<file path="src/rtl/fsm_seq_pkg.sv">
// Shared definitions for the sequence-FSM test sequencer: controller state
// encoding, default pattern width and counter width derivation.
package fsm_seq_pkg;

  typedef enum logic [1:0] {
    IDLE = 2'd0,
    RST  = 2'd1,
    RUN  = 2'd2,
    DONE = 2'd3
  } state_e;

  localparam int unsigned DEF_N = 16;

  // Bit-index counter width for an n-bit pattern.
  function automatic int unsigned cnt_w(input int unsigned n);
    return (n < 2) ? 1 : $clog2(n);
  endfunction

endpackage

</file>
<file path="src/rtl/seq_shift_reg.sv">
// Stimulus/response shift pair: parallel-load stimulus register shifted out
// LSB-first, and a response register shifted in from the MSB end so that the
// first captured bit lands in bit 0 after N shifts. Load clears the response.
module seq_shift_reg #(
  parameter int unsigned N = 16
) (
  input  logic         clk_i,
  input  logic         rst_ni,
  input  logic         load_i,
  input  logic [N-1:0] pattern_i,
  input  logic         shift_i,
  input  logic         sin_i,
  output logic         sout_o,
  output logic [N-1:0] resp_o
);

  logic [N-1:0] stim_q, stim_d;
  logic [N-1:0] resp_q, resp_d;

  // Next-value selection: load takes priority over shift.
  always_comb begin
    stim_d = stim_q;
    resp_d = resp_q;
    if (load_i) begin
      stim_d = pattern_i;
      resp_d = '0;
    end else if (shift_i) begin
      stim_d = {1'b0, stim_q[N-1:1]};
      resp_d = {sin_i, resp_q[N-1:1]};
    end
  end

  // Register update with asynchronous clear.
  always_ff @(posedge clk_i or negedge rst_ni) begin
    if (!rst_ni) begin
      stim_q <= '0;
      resp_q <= '0;
    end else begin
      stim_q <= stim_d;
      resp_q <= resp_d;
    end
  end

  assign sout_o = stim_q[0];
  assign resp_o = resp_q;

endmodule

</file>
<file path="src/rtl/fsm_seq_ctrl.sv">
// Sequencer for the five-state Mealy sequence FSM: on start it resets the
// target FSM for one cycle, drives the latched pattern into x LSB-first and
// captures y each cycle into the response word, then pulses done.
// Optional golden compare enabled by defining FSM_SEQ_CHECK_EN.
module fsm_seq_ctrl
  import fsm_seq_pkg::*;
#(
  parameter int unsigned N = DEF_N
) (
  input  logic         clk,
  input  logic         reset,
  input  logic         start,
  input  logic [N-1:0] pattern,
  output logic         fsm_rst,
  output logic         fsm_x,
  input  logic         fsm_y,
  output logic         busy,
  output logic         done,
  output logic [N-1:0] response
`ifdef FSM_SEQ_CHECK_EN
  ,
  input  logic [N-1:0] expected,
  output logic         mismatch
`endif
);

  localparam int unsigned CNT_W = cnt_w(N);
  localparam logic [CNT_W-1:0] LAST = CNT_W'(N - 1);

  state_e           state_q;
  logic [CNT_W-1:0] idx_q;
  logic             busy_q;
  logic             done_q;
  logic             fsm_rst_q;
  logic             accept;
  logic             last_bit;
  logic             stim_bit;

  assign accept   = (state_q == IDLE) && start;
  assign last_bit = (state_q == RUN) && (idx_q == LAST);

  seq_shift_reg #(
    .N(N)
  ) u_shift (
    .clk_i    (clk),
    .rst_ni   (reset),
    .load_i   (accept),
    .pattern_i(pattern),
    .shift_i  (state_q == RUN),
    .sin_i    (fsm_y),
    .sout_o   (stim_bit),
    .resp_o   (response)
  );

  // Controller FSM with bit counter and registered status outputs.
  always_ff @(posedge clk or negedge reset) begin
    if (!reset) begin
      state_q   <= IDLE;
      idx_q     <= '0;
      busy_q    <= 1'b0;
      done_q    <= 1'b0;
      fsm_rst_q <= 1'b0;
    end else begin
      done_q <= 1'b0;
      unique case (state_q)
        IDLE: begin
          if (start) begin
            state_q   <= RST;
            busy_q    <= 1'b1;
            fsm_rst_q <= 1'b1;
          end
        end
        RST: begin
          state_q   <= RUN;
          fsm_rst_q <= 1'b0;
          idx_q     <= '0;
        end
        RUN: begin
          if (idx_q == LAST) begin
            state_q <= DONE;
            done_q  <= 1'b1;
          end else begin
            idx_q <= idx_q + 1'b1;
          end
        end
        DONE: begin
          state_q <= IDLE;
          busy_q  <= 1'b0;
        end
        default: state_q <= IDLE;
      endcase
    end
  end

  assign fsm_rst = fsm_rst_q;
  assign busy    = busy_q;
  assign done    = done_q;
  assign fsm_x   = (state_q == RUN) && stim_bit;

`ifdef FSM_SEQ_CHECK_EN
  logic [N-1:0] expected_q;
  logic         mismatch_q;

  // Golden word latched with the pattern; the compare uses the response
  // value including the bit being captured on the final RUN edge.
  always_ff @(posedge clk or negedge reset) begin
    if (!reset) begin
      expected_q <= '0;
      mismatch_q <= 1'b0;
    end else if (accept) begin
      expected_q <= expected;
      mismatch_q <= 1'b0;
    end else if (last_bit) begin
      mismatch_q <= ({fsm_y, response[N-1:1]} != expected_q);
    end
  end

  assign mismatch = mismatch_q;
`else
  logic unused_last;
  assign unused_last = last_bit;
`endif

endmodule

</file>
<file path="config.mk">
export PLATFORM = sky130hd
export DESIGN_NAME = fsm_seq_ctrl
export DESIGN_NICKNAME = d
export VERILOG_FILES = /design/src/rtl/fsm_seq_pkg.sv /design/src/rtl/seq_shift_reg.sv /design/src/rtl/fsm_seq_ctrl.sv
export SDC_FILE = /design/constraint.sdc
export NUM_CORES = 1
export LEC_CHECK = 0
export BUFFER_PORTS_ARGS = -buffer_cell sky130_fd_sc_hd__buf_2
export CORE_MARGIN = 3
export CORE_UTILIZATION = 48
export CTS_BUF_LIST = sky130_fd_sc_hd__clkbuf_16
export DETAILED_ROUTE_END_ITERATION = 16
export PLACE_DENSITY = 0.83
export SLEW_MARGIN = 20
export SYNTH_ARGS = -nofsm -noshare
export SYNTH_HDL_FRONTEND = slang
export SYNTH_SLANG_ARGS = --single-unit
</file>
<file path="constraint.sdc">
create_clock -name clk -period 3.6 [get_ports clk]
set_clock_uncertainty 0.05 [all_clocks]
set_input_delay 0.18 -clock clk [delete_from_list [all_inputs] [get_ports clk]]
set_output_delay 0.18 -clock clk [all_outputs]
set_load 0.01 [all_outputs]
</file>
==> results.json <==
{
  "drv_slew": 0,
  "min_period_ps": 2089,
  "synth-edff-count": 0,
  "drc": 0,
  "cp.required_ps": 3370,
  "gp_congestion": 0.7647,
  "cp_slowest_stage_delay_ps": 680,
  "combinationalPowerShare": 0.353,
  "ys_top_cells_by_area": "dfrtp_1 (54%), mux2i_1 (16%), nand2_1 (4.6%)",
  "h-tree-depth": 2,
  "grt_pass1_wl_microns": 5609,
  "ys.flop_type": "dfrtp_1",
  "fmax_mhz": 478.8,
  "synth_async_sr_flop_share": 1.000,
  "crit_slowest_cell": "ha_2",
  "cts_num_sinks": 41,
  "antennaDiodeCount": 0,
  "critPathCaptureType": "primary output",
  "row_count": 22,
  "start_kind": "flip-flop",
  "path_delay_family": "adder cells",
  "syn_area_sq_mm": 0.001892,
  "portBuffers": 39,
  "yosysWarnings": 0,
  "maxCapViolCount": 0,
  "drtIter0Drc": 61,
  "clk_latency_ps": 280,
  "slew-limit-headroom": 0.4267,
  "finalSetupTns_ps": 0,
  "ir_worst_vdd_mv": 0.3827,
  "outcome": "finished, violations left",
  "rsz0062_at_grt": "no",
  "start_util": 0.5053,
  "drive_gt1_frac": 0.2547,
  "area_delta_synth_final_pct": 20.17,
  "synthCells": 173,
  "grt_antenna_before_repair": 0,
  "cts_hold_buf": 0,
  "synth_cell_types": 27,
  "drt-pass1-iter-count": 4,
  "routed_wirelength_microns": 3468,
  "die_x_microns": 68.78,
  "hpwl_microns": 2420,
  "grt_usage": 0.1641,
  "grt_pass1_vias": 1230,
  "post_cts_buffers": 0,
  "synth-seq-cells": 41,
  "power.share.clock": 0.264,
  "p_sw_uw": 658.1,
  "postRouteAntennaNets": 0,
  "hold_viol_final": 41,
  "critical_path_buf_inv_count": 2,
  "io_pins": 40,
  "swShare": 0.3437,
  "cts_buffer_depth": 2,
  "fin_util": 0.6073,
  "core-area_sq_mm": 0.003744,
  "fillers": 314,
  "pwr-share-seq": 0.383,
  "cp.arrival_ps": 1860,
  "tightestPinTransition_ps": 859.9,
  "cellLeakagePower_nw": 1.125,
  "routedWlPerCell_microns": 13.34,
  "cts_root_buf": "clkbuf_16",
  "finalCritPeriodShare": 0.5802,
  "syn_nets": 199,
  "synth.most_common_cell": "dfrtp_1",
  "syn_avg_cell_area_sq_um": 10.94,
  "hold_ws_ps": -45.47,
  "grt_max_degree": 42,
  "cts_resized": 0,
  "vias": 1320,
  "cts_tree": "done",
  "clkTransAtPathRegs_ps": 60,
  "worstPathCellList": "inv_1, ha_2, and2_1, buf_2",
  "die_h_microns": 68.78,
  "dieArea_sq_mm": 0.004731,
  "ys_seq_area_frac": 0.5423,
  "cts_made_buffers": 5,
  "setup_viol": 0,
  "via_per_inst": 5.077,
  "grt-ovfl-total": 0,
  "violations": "negative hold slack",
  "ys_top_cells_by_count": "dfrtp_1 (41), mux2i_1 (31), nand2_1 (23), nor2_1 (21), o21ai_0 (16)",
  "power.density_mw_per_mm2": 842.2,
  "hp-class": "input port to asynchronous set/reset pin",
  "yosys.area.top_type": "dfrtp_1",
  "nets": 237,
  "intPower_mw": 1.257,
  "critPathKind": "flip-flop to primary output",
  "yosysTopAreaCellShare": 0.5423,
  "critPathMaxFanout": 29
}
cells in the final DEF, fill, tap and decap left out, types with 2 or more instances in the layout:
cell type  synthesis  layout
a21oi_1            2       2
buf_2              6      39
buf_4              2       3
clkbuf_16          0       5
dfrtp_1           41      41
ha_1               6       5
inv_1              3       3
mux2i_1           31      31
nand2_1           23      23
nand3_1            2       2
nor2_1            21      21
nor3_1             2       2
o21ai_0           16      16
o21ai_1            2       2
layer usage:
metal	track usage	vias up	share of wire
met2	0.2682	23	0.50
met5	0	-	0
met4	0.05839	0	0.015
met3	0.05511	7	0.040
met1	0.2027	633	0.45
li1	-	657	-
power groups by stage:
stage / Clock (mW) / Sequential [mW] / Combinational [mW]
2_1_floorplan: 0 / 0.735 / 0.525
3_3_place_gp: 0 / 0.735 / 0.649
3_5_place_dp: 0 / 0.738 / 0.684
4_1_cts: 0.516 / 0.734 / 0.685
5_1_grt: 0.528 / 0.757 / 0.757
6_report: 0.505 / 0.734 / 0.675
final timing paths:
path	startpoint	to	slack (ps)	depth (start not counted)
max	state_q[0]$_DFFE_PN0P_	fsm_x	1510	4
min	reset	u_shift.stim_q[6]$_DFFE_PN0P_	-50	1
max reg2reg	state_q[0]$_DFFE_PN0P_	u_shift.resp_o[10]$_DFFE_PN0P_	1530	5
min reg2reg	u_shift.resp_o[0]$_DFFE_PN0P_	u_shift.resp_o[0]$_DFFE_PN0P_	470	2
max in group asynchronous	reset	u_shift.stim_q[14]$_DFFE_PN0P_	3000	1
min in group clk	pattern[4]	u_shift.stim_q[4]$_DFFE_PN0P_	50	3
final cells by class:
type	instances	area, sq um	share of cell area
tap	48	60.06	0.02642
sequential	41	1026	0.4513
timing repair buffer	42	217.7	0.09576
clock inverter	3	46.29	0.02036
multi-input combinational	118	787.0	0.3462
inverter	3	11.26	0.004953
clock buffer	5	125.1	0.05504
registers in the layout (all words and copies together), names as in the netlist:
signal          flops
u_shift.resp_o     16
u_shift.stim_q     16
state_q             2
fsm_rst             1
done                1
idx_q               4
busy                1
logic make-up after synthesis:
group | count (synthesis) | synth area share
compound gates | 26 | 0.07871
xor+xnor | 1 | 0.004630
fa+ha+maj | 6 | 0.03968
buf+inv | 14 | 0.04365
flops | 41 | 0.5423
mux | 32 | 0.1700
simple gates | 53 | 0.1210
metrics by stage:
| stage | power (mW) | hold slack (ps) | area (sq um) | setup WS [ps] | cells |
|---|---|---|---|---|---|
| floorplan | 1.261 | -165.6 | 1892 | 2163 | 173 |
| global placement | 1.384 | 297.9 | 2101 | 1570 | 252 |
| detailed placement | 1.422 | 305.1 | 2101 | 1499 | 252 |
| CTS | 1.935 | 0.9872 | 2272 | 1469 | 260 |
| global route | 2.041 | 49.92 | 2273 | 1372 | 260 |
| finish | 1.915 | -45.47 | 2273 | 1511 | 260 |
(Power assumes the default switching activity.)
